### config.mk
export PLATFORM = sky130hd
export DESIGN_NAME = uart_cmd_ctrl
export DESIGN_NICKNAME = d
export VERILOG_FILES = /design/src/rtl/uart_cmd_ctrl.sv
export SDC_FILE = /design/constraint.sdc
export NUM_CORES = 1
export LEC_CHECK = 0
export BUFFER_PORTS_ARGS = -buffer_cell sky130_fd_sc_hd__clkbuf_2
export CAP_MARGIN = 25
export CELL_PAD_IN_SITES_DETAIL_PLACEMENT = 2
export CELL_PAD_IN_SITES_GLOBAL_PLACEMENT = 2
export CORE_MARGIN = 3
export CORE_UTILIZATION = 36
export CTS_BUF_LIST = sky130_fd_sc_hd__clkbuf_8
export CTS_CLUSTER_DIAMETER = 200
export DETAILED_ROUTE_END_ITERATION = 12
export GPL_ROUTABILITY_DRIVEN = 1
export GPL_TIMING_DRIVEN = 0
export PLACE_DENSITY = 0.73
export SLEW_MARGIN = 30
export SYNTH_ARGS = -nofsm -noshare
export SYNTH_HDL_FRONTEND = slang
export SYNTH_SLANG_ARGS = --single-unit
### constraint.sdc
create_clock -name clk50m -period 1.77 [get_ports clk50m]
set_input_delay 0.0885 -clock clk50m [delete_from_list [all_inputs] [get_ports clk50m]]
set_output_delay 0.0885 -clock clk50m [all_outputs]
set_load 0.1 [all_outputs]
### src/rtl/uart_cmd_ctrl.sv
// Frame controller: turns SYNC/ADDR/DATA/CHK byte frames from the UART receiver into
// single-cycle register writes. Define UART_CMD_TIMEOUT_EN to add an inter-byte timeout.
module uart_cmd_ctrl #(
  parameter int               WIDTH       = 8,
  parameter logic [WIDTH-1:0] SYNC_BYTE   = WIDTH'(8'hA5),
  parameter int               TIMEOUT_CYC = 500000
) (
  input  logic             clk50m,
  input  logic             rst_n,
  input  logic [WIDTH-1:0] rx_data,
  input  logic             rx_ready,
  input  logic             rx_error,
  output logic             wr_en,
  output logic [WIDTH-1:0] wr_addr,
  output logic [WIDTH-1:0] wr_data,
  output logic             frame_err,
  output logic [7:0]       err_cnt,
  output logic             busy
);

  typedef enum logic [2:0] {S_HUNT, S_ADDR, S_DATA, S_CHK, S_WRITE} state_t;

  state_t           state;
  logic             rdy_q;
  logic             err_q;
  logic [WIDTH-1:0] addr_r;
  logic [WIDTH-1:0] data_r;
  logic             byte_evt;
  logic             err_evt;
  logic             tmo_evt;
  logic             in_frame;
  logic             abort;
  logic [WIDTH-1:0] chk;

  // Handshake: rx_ready/rx_error are receiver levels with no back-pressure; only their
  // rising edges count, so a held rx_ready is one byte and rx_data is taken on that edge.
  assign byte_evt = rx_ready & ~rdy_q;
  assign err_evt  = rx_error & ~err_q;
  assign in_frame = (state == S_ADDR) || (state == S_DATA) || (state == S_CHK);
  assign chk      = SYNC_BYTE ^ addr_r ^ data_r;
  // A byte arriving in the expiry cycle beats the timeout; a receiver error beats both.
  assign abort    = err_evt | (tmo_evt & ~byte_evt);
  assign busy     = (state != S_HUNT);

`ifdef UART_CMD_TIMEOUT_EN
  localparam int TW = $clog2(TIMEOUT_CYC + 1);
  logic [TW-1:0] tmo_cnt;

  always_ff @(posedge clk50m or negedge rst_n) begin
    if (!rst_n) begin
      tmo_cnt <= '0;
    end else if (byte_evt && (state != S_CHK)) begin
      tmo_cnt <= TW'(TIMEOUT_CYC - 1);
    end else if (in_frame && (tmo_cnt != '0)) begin
      tmo_cnt <= tmo_cnt - TW'(1);
    end
  end

  assign tmo_evt = in_frame && (tmo_cnt == '0);
`else
  assign tmo_evt = 1'b0;
`endif

  always_ff @(posedge clk50m or negedge rst_n) begin
    if (!rst_n) begin
      state     <= S_HUNT;
      rdy_q     <= 1'b0;
      err_q     <= 1'b0;
      addr_r    <= '0;
      data_r    <= '0;
      wr_en     <= 1'b0;
      wr_addr   <= '0;
      wr_data   <= '0;
      frame_err <= 1'b0;
      err_cnt   <= '0;
    end else begin
      rdy_q     <= rx_ready;
      err_q     <= rx_error;
      wr_en     <= 1'b0;
      frame_err <= 1'b0;
      if (in_frame && abort) begin
        frame_err <= 1'b1;
        if (err_cnt != 8'hFF) err_cnt <= err_cnt + 8'd1;
        state <= S_HUNT;
      end else begin
        case (state)
          S_HUNT: begin
            if (byte_evt && (rx_data == SYNC_BYTE)) state <= S_ADDR;
          end
          S_ADDR: begin
            if (byte_evt) begin
              addr_r <= rx_data;
              state  <= S_DATA;
            end
          end
          S_DATA: begin
            if (byte_evt) begin
              data_r <= rx_data;
              state  <= S_CHK;
            end
          end
          S_CHK: begin
            if (byte_evt) begin
              if (rx_data == chk) begin
                state <= S_WRITE;
              end else begin
                frame_err <= 1'b1;
                if (err_cnt != 8'hFF) err_cnt <= err_cnt + 8'd1;
                state <= S_HUNT;
              end
            end
          end
          S_WRITE: begin
            wr_en   <= 1'b1;
            wr_addr <= addr_r;
            wr_data <= data_r;
            // This cycle already behaves as HUNT for an incoming byte.
            state   <= (byte_evt && (rx_data == SYNC_BYTE)) ? S_ADDR : S_HUNT;
          end
          default: state <= S_HUNT;
        endcase
      end
    end
  end

endmodule

Yosys cells after proc, flatten, opt, wreduce, memory -nomap -nowiden. Index checks and enable logic that the tools add are counted.

Flip-flop bits (word level): 47. Output and inout bits: 27. Word-level logic and storage cells: 62.

Add/sub/neg operators: 1. Equal/unequal tests: 12. Muxes and demuxes: 19. Bitwise logic cells: 7. Reductions and logical operators: 13.

Operators with widths (count): $mux W8 (5); $mux W3 (6); $pmux W3 S5 (1); $ne A3 B2 Y1 const B (3); $reduce_and A3 Y1 (3); $add A8 B1 Y8 const B (1); $eq A8 B8 Y1 (1); $eq A8 B8 Y1 const B (1); $ne A8 B8 Y1 const B (1); $xor A8 B8 Y8 (1); $mux W1 (7); $eq A3 B2 Y1 const B (2); $not A4 Y4 (1); $reduce_and A4 Y1 (1); $reduce_bool A2 Y1 (2); $eq A3 B1 Y1 const B (1); $eq A3 B3 Y1 const B (1); $logic_not A3 Y1 (1); $ne A3 B3 Y1 const B (1); $not A1 Y1 (3); $reduce_bool A3 Y1 (1); $and A1 B1 Y1 (2); $logic_and A1 B1 Y1 (2); $logic_or A1 B1 Y1 (2); 2 further kinds (2).

Depth between registers and ports, before layout. Gate-level depths: netlist (run 1).

Depth in word-level cells: 7. Depth in mapped cells: 7. Gate-level depth less buffers: 7.

Worst setup path after synthesis (run 1). OpenSTA, ideal clock, no wires.

Path kind: reg-to-reg. Start: register err_cnt[0]. End: register err_cnt[1]. Arrival time: 2.124 ns. Required time: 1.644 ns. Slack: -0.481 ns. Stages on the path, launching flop included: 7. Buffers on the path: 0. Period minus slack after synthesis: 2.251 ns. Path through: dfrtp_1 ha_1 and3_1 nand3_1 nand2_1 o21ai_2 mux2_4.

Longest elaborated chain between the ends: 6. Elaborated cells on any way between the ends: 7. Classes of those cells: add/sub (1); eq/ne (1); mux (5).

Ends and longest elaborated chain: start: declaration (line 17) `output logic [7:0] err_cnt,`; start signal: assignment (line 83) `if (err_cnt != 8'hFF) err_cnt <= err_cnt + 8'd1;`; start signal: assignment (line 108) `if (err_cnt != 8'hFF) err_cnt <= err_cnt + 8'd1;`; $add A8 B1 Y8 or $ne A8 B8 Y1 (tied branches) (line 83, 108); $mux W8 (*) (line 83, 108); $mux W8 (line 104) `if (rx_data == chk) begin`; $mux W8 (line 103) `if (byte_evt) begin`; $mux W8 (line 86) `case (state)`; $mux W8 (*) (line 81) `if (in_frame && abort) begin`.

Mark *: on every way between the ends. The rest lies on a longest branch, timed or not. The select of a mux whose other input is x is not followed. A chain may end at the register's enable or synchronous reset.

Final worst setup path (run 1).
Start: register data_r[0]. End: register err_cnt[1].

Longest elaborated chain between the ends: 4.

Ends and longest elaborated chain: start: declaration (line 27) `logic [WIDTH-1:0] data_r;`; start signal: assignment (line 98) `data_r <= rx_data;`; $xor A8 B8 Y8 (line 40) `assign chk = SYNC_BYTE ^ addr_r ^ data_r;`; $eq A8 B8 Y1 (line 104); $ne A2 B2 Y1 (no line); $reduce_and A3 Y1 (no line).

No other way between the ends.

==> results of run 1 <==
[worst paths after layout]
check	start	endpoint	slack (ns)	depth (start not counted)
worst max-delay path	data_r[0]	err_cnt[1]	-0.19	7
worst min-delay path	rx_data[0]	addr_r[0]	0.07	2
worst max register to register	data_r[0]	err_cnt[1]	-0.19	7
worst min register to register	wr_data[3]	wr_data[3]	0.51	1
max in group asynchronous	rst_n	err_cnt[0]	0.89	2
min in group asynchronous	rst_n	wr_addr[0]	0.36	2
[logic make-up after synthesis]
group,count (synthesis)
fa+ha+maj,1
compound gates,9
mux,34
simple gates,33
xor+xnor,15
flops,47
buf+inv,4
[power by group]
| part | total [µW] | switching [µW] | internal (µW) |
|---|---|---|---|
| clock network | 621 | 355 | 266 |
| logic | 1650 | 890 | 758 |
| registers | 1540 | 225 | 1320 |
[synthesized netlist by cell type (all sizes together)]
cell    number  share of area [%]
a21oi        3               0.70
a31oi        3               0.87
and2         1               0.29
and3         3               0.87
buf          4                1.3
dfrtp       47                 55
ha           1               0.58
mux2        34                 18
nand2        4               0.70
nand2b       4                1.2
nand3        2               0.47
nand4        4                1.5
nor2         3               0.64
nor2b        2               0.58
nor3         2               0.47
nor3b        1               0.35
nor4         3                3.0
nor4b        2                1.5
nor4bb       1               0.47
o21ai        2               0.64
o21bai       1               0.52
or3          1               0.29
xnor2        7                2.9
xnor3        2                2.1
xor2         2               0.82
xor3         4                4.4
[layout by cell type, fill, tap and decap left out, drive strengths merged, types with 3 or more instances in the layout]
cell,n
nand4,4
mux2,34
a31oi,3
buf,20
nand2,4
dlygate4sd3,3
and3,3
nor4,3
xor3,4
dfrtp,47
a21oi,3
xnor2,7
nor2,3
clkbuf,43
nand2b,4
[timing repair]
item | in CTS | in global routing
setup endpoints to repair | 33 | 36
hold buffers | 3 | 0
buffers inserted | 13 | 5
resized for setup | 7 | 7
hold endpoints to repair | 49 | 0
pin swaps | 12 | 11
[state kept, by name (all words and copies together) (netlist names)]
name	flops
addr_r	8
data_r	8
err_cnt	8
err_q	1
frame_err	1
rdy_q	1
state	3
wr_addr	8
wr_data	8
wr_en	1
[metrics by stage]
stage | setup TNS, ns | total power [µW]
after global placement | -3.54 | 2860
after detailed placement | -5.65 | 2940
after global routing | -2.68 | 4040
final | -1.03 | 3810
after floorplan | -0.176 | 2640
after CTS | -0.545 | 3730
[area by class of cell]
cell class                 instances  area, µm²
tap                               72       90.1
buffer                             3       30.0
multi-input combinational         92       1010
sequential                        47       1190
timing repair buffer              58        404
clock buffer                       5       68.8
fill                             523       2830
clock inverter                     3       12.5
[routing by layer]
layer | part of all wire, % | vias to the layer above
met1 | 43 | 716
li1 | - | 642
met2 | 53 | 26
met5 | 0 | -
met4 | 0.88 | 0
met3 | 2.7 | 5
[worst register-to-register path, stage by stage, from the launching register on]
cell,delay [ns]
dfrtp_1,0.42
xor3_1,0.39
nand4_1,0.17
nor4_4,0.06
buf_4,0.16
o21ai_4,0.21
buf_12,0.14
mux2_4,0.29
==> flow_metrics.env, run 1 <==
export IMPL_numPortBuffers=38
export IMPL_fin_ws_ns=-0.187
export IMPL_rsz0062_at_grt="true"
export IMPL_syn_area_per_cell_um2=15.0
export IMPL_synth_mux_area_share_pct=18.2
export IMPL_drv_cap=0
export IMPL_clkTransAtPathRegs_ns=0.09
export IMPL_stdcell_count=280
export IMPL_use_met3_pct=3.97
export IMPL_wire_per_inst_um=19.5
export IMPL_fin_util_pct=49.8
export IMPL_synth_xor_area_share_pct=10.2
export IMPL_critical_path_max_fanout=5
export IMPL_synth_simple_gate_area_share_pct=12.2
export IMPL_grt_antenna_before_repair=0
export IMPL_die_height_um=83.3
export IMPL_dp_cells=253
export IMPL_core_um2=5640
export IMPL_synth_cell_types=33
export IMPL_top_usage_layer="met2"
export IMPL_pwr_density_cell_nw_per_um2=1360
export IMPL_area_delta_synth_final_pct=30.7
export IMPL_vias=1389
export IMPL_peakVddDrop_v=0.000733
export IMPL_cts_tree="yes"
export IMPL_die_x_um=83.3
export IMPL_yosys_warnings=0
export IMPL_hold_class="in -> reg"
export IMPL_syn_inst=143
export IMPL_drc=0
export IMPL_cp_end_kind="flop"
export IMPL_use_met2_pct=29.2
export IMPL_grt_overflow_total=0
export IMPL_drt_iter0_drc=42
export IMPL_synth_top_family_by_area="multiplexers"
export IMPL_finalCritPeriodShare_pct=111
export IMPL_grt_pass1_wl_um=9000
export IMPL_place_hpwl_um=3470
export IMPL_grt_total_usage_pct=16.8
export IMPL_critPathArrivalTime_ns=2.14
export IMPL_cp_start_kind="flop"
export IMPL_slew_viol_final=0
export IMPL_crit_buf_inv=2
export IMPL_whs_ns=0.0735
export IMPL_wl_um=5470
export IMPL_outcome="finished with violations"
export IMPL_slowest_stage="dfrtp_1"
export IMPL_pre_cts_ws_ns=-0.266
export IMPL_htree_levels=2
export IMPL_nets=220
export IMPL_num_antenna_cells=0
export IMPL_leakagePower_uw=0.00136
export IMPL_fmax_mhz=511
export IMPL_clk_path_buf_depth=2
export IMPL_path_class="reg -> reg"
export IMPL_cts_sinks=47
export IMPL_worstPathCellList="xor3_1 > nand4_1 > nor4_4 > buf_4 > o21ai_4 > buf_12 > mux2_4"
export IMPL_critPathRequiredTime_ns=1.95
export IMPL_ant_nets=0
export IMPL_hold_viol_final=0
export IMPL_viasPerCell=4.96
export IMPL_gp_congestion=0.745
export IMPL_grt_pass1_vias=1617
export IMPL_clock_root_buffer="clkbuf_8"
export IMPL_cts_buffers=5
export IMPL_grt_max_degree=48
export IMPL_syn_area_um2=2150
export IMPL_ios=39
export IMPL_ys_seq_area_share_pct=54.7
export IMPL_drive_gt1_share_pct=58.7
export IMPL_fin_skew_ns=0.0139
export IMPL_synth_compound_area_share_pct=2.74
export IMPL_row_count=27
export IMPL_clock_latency_ns=0.30
export IMPL_stdcell_area_um2=2810
export IMPL_critical_path_max_stage_delay_ns=0.42
export IMPL_cp_top_family="flip-flops"
export IMPL_maxSlewHeadroom_pct=56.5
export IMPL_initial_core_util_pct=38.1
export IMPL_yosys_area_share_adder_pct=0.582
export IMPL_violations="setup timing"
export IMPL_drtPass1Iterations=4
export IMPL_setup_violations=22
export IMPL_die_area_um2=6930
export IMPL_place_area_um2=2470
export IMPL_tightest_slew_ns=0.653
export IMPL_ys_ff_latch=47
export IMPL_post_route_min_period_ns=1.96
export IMPL_syn_nets=156
export IMPL_use_met1_pct=21.2
No activity file was read; power rests on OpenSTA's default activity.
==> run 2, diff against run 1 <==
CORE_ASPECT_RATIO = 0.8   (was unset)
CORE_UTILIZATION = 34   (was 36)
CTS_BUF_LIST = sky130_fd_sc_hd__clkbuf_4 sky130_fd_sc_hd__clkbuf_8 sky130_fd_sc_hd__clkbuf_16   (was sky130_fd_sc_hd__clkbuf_8)
PLACE_DENSITY = 0.7   (was 0.73)
==> flow_metrics.env, run 2 (synthesis results as in run 1) <==
export IMPL_outcome="finished with violations"
export IMPL_violations="setup timing"
export IMPL_drv_cap=0
export IMPL_multi_input_area_um2=1000
export IMPL_cp_end_kind="flop"
export IMPL_wl_um=5360
export IMPL_area_delta_synth_final_pct=32.6
export IMPL_hold_viol_final=0
export IMPL_hp_start="rx_data[7]"
export IMPL_grt_overflow_total=0
export IMPL_finalCritPeriodShare_pct=104
export IMPL_path_class="reg -> reg"
export IMPL_drt_iter0_drc=51
export IMPL_gp_congestion=0.705
export IMPL_critical_path_max_fanout=6
export IMPL_vias=1414
export IMPL_mostFrequentLayoutCell="dfrtp_1"
export IMPL_grt_max_degree=48
export IMPL_place_area_um2=2490
export IMPL_rsz0062_at_grt="true"
export IMPL_setup_violations=7
export IMPL_die_height_um=77.1
export IMPL_critPathArrivalTime_ns=2.04
export IMPL_slew_viol_final=0
export IMPL_regArea_um2=1190
export IMPL_drive_gt1_share_pct=61.2
export IMPL_fin_skew_ns=0.0110
export IMPL_initial_core_util_pct=35.8
export IMPL_nets=226
export IMPL_row_count=25
export IMPL_clkTransAtPathRegs_ns=0.09
export IMPL_clock_latency_ns=0.30
export IMPL_cts_buffers=5
export IMPL_leakagePower_uw=0.00138
export IMPL_ios=39
export IMPL_numPortBuffers=38
export IMPL_die_area_um2=7310
export IMPL_dp_cells=262
export IMPL_place_hpwl_um=3520
export IMPL_r2r_slack_ns=-0.08
export IMPL_num_antenna_cells=0
export IMPL_wire_per_inst_um=18.2
export IMPL_fmax_mhz=541
export IMPL_clk_path_buf_depth=2
export IMPL_r2r_end="err_cnt[5]"
export IMPL_post_route_min_period_ns=1.85
export IMPL_stdcell_count=295
export IMPL_clock_root_buffer="clkbuf_8"
export IMPL_die_x_um=94.9
export IMPL_ant_nets=0
export IMPL_drc=0
export IMPL_peakVddDrop_v=0.000451
export IMPL_hold_depth=2
export IMPL_core_um2=6010
export IMPL_tightest_slew_ns=0.647
export IMPL_critPathRequiredTime_ns=1.96
export IMPL_htree_levels=2
export IMPL_cts_sinks=47
export IMPL_grt_pass1_wl_um=8690
export IMPL_viasPerCell=4.79
export IMPL_reg2reg_depth=7
export IMPL_most_common_layout_cells="dfrtp_1, clkbuf_2, mux2_2"
export IMPL_grt_total_usage_pct=15.9
export IMPL_hold_end="addr_r[7]"
export IMPL_cp_start_kind="flop"
export IMPL_pwr_density_cell_nw_per_um2=1420
export IMPL_stdcell_area_um2=2850
export IMPL_grt_pass1_vias=1632
export IMPL_drtPass1Iterations=2
export IMPL_fin_ws_ns=-0.0790
export IMPL_r2r_start="addr_r[7]"
export IMPL_cts_tree="yes"
export IMPL_hold_class="in -> reg"
export IMPL_grt_antenna_before_repair=0
export IMPL_fill_cells=608
export IMPL_maxSlewHeadroom_pct=56.9
[run 2: worst max path at each step]
| stage | from | to | slack (ns) | cells past startpoint |
|---|---|---|---|---|
| after floorplan | err_cnt[1] | err_cnt[7] | -0.07 | 7 |
| after global placement | state[1] | data_r[5] | -0.19 | 5 |
| after detailed placement | state[1] | data_r[1] | -0.23 | 5 |
| after CTS | data_r[0] | err_cnt[5] | -0.12 | 7 |
| after global routing | data_r[5] | err_cnt[6] | -0.18 | 6 |
| final | addr_r[7] | err_cnt[5] | -0.08 | 7 |
[run 2: worst max-delay path: stages (launching register included)]
cell and delay, ns:
dfrtp_1 0.40, xor3_1 0.37, nand4_1 0.17, nor4_4 0.07, buf_4 0.15, o21ai_4 0.22, nand4_1 0.18, xnor2_1 0.17
[run 2: layout make-up]
type / instances / share of cell area (%)
multi-input combinational: 92 / 35.3
clock inverter: 2 / 1.32
clock buffer: 6 / 2.68
tap: 81 / 3.56
timing repair buffer: 63 / 14.0
buffer: 4 / 1.36
sequential: 47 / 41.8
[run 2: what timing repair did]
| item | 4_1_cts | 5_1_grt |
|---|---|---|
| hold endpoints to repair | 49 | 0 |
| pin swaps | 11 | 12 |
| setup buffers | 15 | 10 |
| resized for setup | 9 | 8 |
| setup endpoints to repair | 31 | 33 |
| hold buffers | 3 | 0 |
[run 2: metal layers]
layer,vias to the layer above,wire length [µm],global-route usage (%)
met5,-,0,0
met4,0,61,4.76
met3,8,168,3.73
met2,21,2660,25.8
met1,731,2470,21.0
li1,654,-,-
[run 2: power breakdown]
group          internal, µW  total, µW  switching (µW)
clock                   437        813             376
combinational           794       1700             902
sequential             1320       1530             212
total                  2550       4040            1490
[run 2: per-stage QoR]
step | hold slack, ns | worst slack [ns] | util [%] | power (µW) | TNS [ns]
after global routing | 0.0596 | -0.179 | 47.4 | 4270 | -1.24
after floorplan | -0.207 | -0.0690 | - | 2640 | -0.176
after detailed placement | 0.189 | -0.225 | 41.4 | 2930 | -5.09
after global placement | 0.215 | -0.186 | 41.4 | 2850 | -3.48
after CTS | 0.0582 | -0.124 | 46.2 | 3950 | -0.505
final | 0.0675 | -0.0790 | 47.4 | 4040 | -0.458
==> run 3, diff against run 2 <==
==> constraint.sdc (replaced) <==
create_clock -name clk50m -period 1.77 [get_ports clk50m]
set_input_delay 0.354 -clock clk50m [delete_from_list [all_inputs] [get_ports clk50m]]
set_output_delay 0.354 -clock clk50m [all_outputs]
set_load 0.1 [all_outputs]
==> flow_metrics.env, run 3 (synthesis results as in run 1) <==
export IMPL_outcome="finished with violations"
export IMPL_violations="setup timing"
export IMPL_maxSlewHeadroom_pct=57.1
export IMPL_switching_share_pct=36.5
export IMPL_reg2reg_depth=7
export IMPL_r2r_slack_ns=-0.07
export IMPL_pwr_density_cell_nw_per_um2=1450
export IMPL_clkTransAtPathRegs_ns=0.09
export IMPL_vias=1411
export IMPL_critical_path_max_fanout=6
export IMPL_mostFrequentLayoutCell="dfrtp_1"
export IMPL_setup_violations=7
export IMPL_die_area_um2=7310
export IMPL_p_switching_uw=1510
export IMPL_post_route_min_period_ns=1.84
export IMPL_htree_levels=2
export IMPL_fin_ws_ns=-0.0710
export IMPL_cts_tree="yes"
export IMPL_critPathLaunch="addr_r[7]"
export IMPL_drc=0
export IMPL_grt_total_usage_pct=15.9
export IMPL_cp_start_kind="flop"
export IMPL_cts_sinks=47
export IMPL_row_count=25
export IMPL_finalCritPeriodShare_pct=104
export IMPL_cp_end_kind="flop"
export IMPL_fin_util_pct=47.4
export IMPL_use_met1_pct=20.2
export IMPL_crit_end="err_cnt[5]"
export IMPL_grt_overflow_total=0
export IMPL_ant_nets=0
export IMPL_clk_path_buf_depth=2
export IMPL_grt_pass1_vias=1631
export IMPL_stdcell_count=291
export IMPL_peakVddDrop_v=0.000458
export IMPL_wire_per_inst_um=18.7
export IMPL_clock_root_buffer="clkbuf_8"
export IMPL_pre_cts_ws_ns=-0.289
export IMPL_grt_pass1_wl_um=8740
export IMPL_r2r_start="addr_r[7]"
export IMPL_die_height_um=77.1
export IMPL_tightest_slew_ns=0.644
export IMPL_num_antenna_cells=0
export IMPL_drive_gt1_share_pct=61.9
export IMPL_use_met3_pct=3.73
export IMPL_cts_buffers=5
export IMPL_dp_cells=262
export IMPL_seq_power_share_pct=37.5
export IMPL_hold_class="in -> async"
export IMPL_critPathRequiredTime_ns=1.96
export IMPL_grt_max_degree=48
export IMPL_tns_ns=-0.368
export IMPL_fmax_mhz=543
export IMPL_place_hpwl_um=3520
export IMPL_drv_cap=0
export IMPL_slew_viol_final=0
export IMPL_ios=39
export IMPL_drt_iter0_drc=41
export IMPL_nets=222
export IMPL_wl_um=5460
export IMPL_use_met2_pct=26.8
export IMPL_initial_core_util_pct=35.8
export IMPL_internal_power_uw=2630
export IMPL_grt_antenna_before_repair=0
export IMPL_core_um2=6010
export IMPL_top_usage_layer="met2"
export IMPL_rsz0062_at_grt="true"
export IMPL_die_x_um=94.9
export IMPL_most_common_layout_cells="dfrtp_1, clkbuf_2, mux2_2"
export IMPL_r2r_end="err_cnt[5]"
export IMPL_gp_congestion=0.705
export IMPL_numPortBuffers=38
export IMPL_fin_skew_ns=0.0104
export IMPL_clock_latency_ns=0.31
export IMPL_clkPwrFrac_pct=19.7
export IMPL_leakagePower_uw=0.00138
export IMPL_path_class="reg -> reg"
export IMPL_viasPerCell=4.85
export IMPL_area_delta_synth_final_pct=32.5
export IMPL_drtPass1Iterations=3
export IMPL_critPathArrivalTime_ns=2.03
export IMPL_pwr_share_comb_pct=42.8
export IMPL_hold_viol_final=0
## run 3: cell count changes in the layout (fill, tap and decap cells not counted), moves of 2 or more
cell / delta
buf_6: -2
dlygate4sd3_1: -3
mux2_2: -7
mux2_4: +7
## run 3: final cells by class
class                      count  area (µm²)
sequential                    47        1190
clock inverter                 2        37.5
multi-input combinational     92        1030
buffer                         3        26.3
clock buffer                   6        76.3
fill                         610        3160
timing repair buffer          60         385
tap                           81         101
## run 3: per-layer routing
metal  part of all wire [%]  vias to the layer above  routed length (µm)
li1                       -                      646                   -
met1                     44                      736                2390
met2                     52                       21                2810
met3                    3.3                        8                 178
met4                    1.4                        0                  74
met5                      0                        -                   0
## run 3: worst min path at each step
stage | startpoint | end | slack [ns] | cells past startpoint
final | rst_n | err_cnt[4] | 0.1 | 1
after global routing | rst_n | err_cnt[4] | 0.14 | 1
after CTS | rst_n | wr_addr[1] | 0.12 | 1
after detailed placement | rst_n | wr_data[4] | 0.45 | 1
after global placement | rx_error | err_q | 0.48 | 1
after floorplan | rst_n | addr_r[0] | 0.06 | 0
## run 3: worst max-delay path, cell delays in order (launching register included)
cell     delay, ns
dfrtp_1       0.40
xor3_1        0.37
nand4_1       0.17
nor4_4        0.07
buf_4         0.15
o21ai_4       0.22
nand4_1       0.18
xnor2_1       0.17
## run 3: power groups by stage
| stage | clock [µW] | sequential, µW | combinational (µW) |
|---|---|---|---|
| 2_1_floorplan | 0 | 1770 | 872 |
| 3_3_place_gp | 0 | 1540 | 1320 |
| 3_5_place_dp | 0 | 1570 | 1360 |
| 4_1_cts | 834 | 1540 | 1660 |
| 5_1_grt | 883 | 1590 | 1890 |
| 6_report | 814 | 1550 | 1770 |
## run 3: stage by stage
| step | cell area, µm² | hold slack, ns | total power, µW |
|---|---|---|---|
| after detailed placement | 2490 | 0.455 | 2930 |
| after global placement | 2480 | 0.481 | 2850 |
| after floorplan | 2190 | 0.0584 | 2640 |
| after global routing | 2850 | 0.142 | 4350 |
| after CTS | 2770 | 0.121 | 4040 |
| final | 2850 | 0.0964 | 4140 |
## run 3: repair_timing
action,in CTS,in global routing
gates resized for setup,12,12
pin swaps,11,12
hold buffers,0,0
endpoints found under the setup margin,32,34
setup buffers,16,6
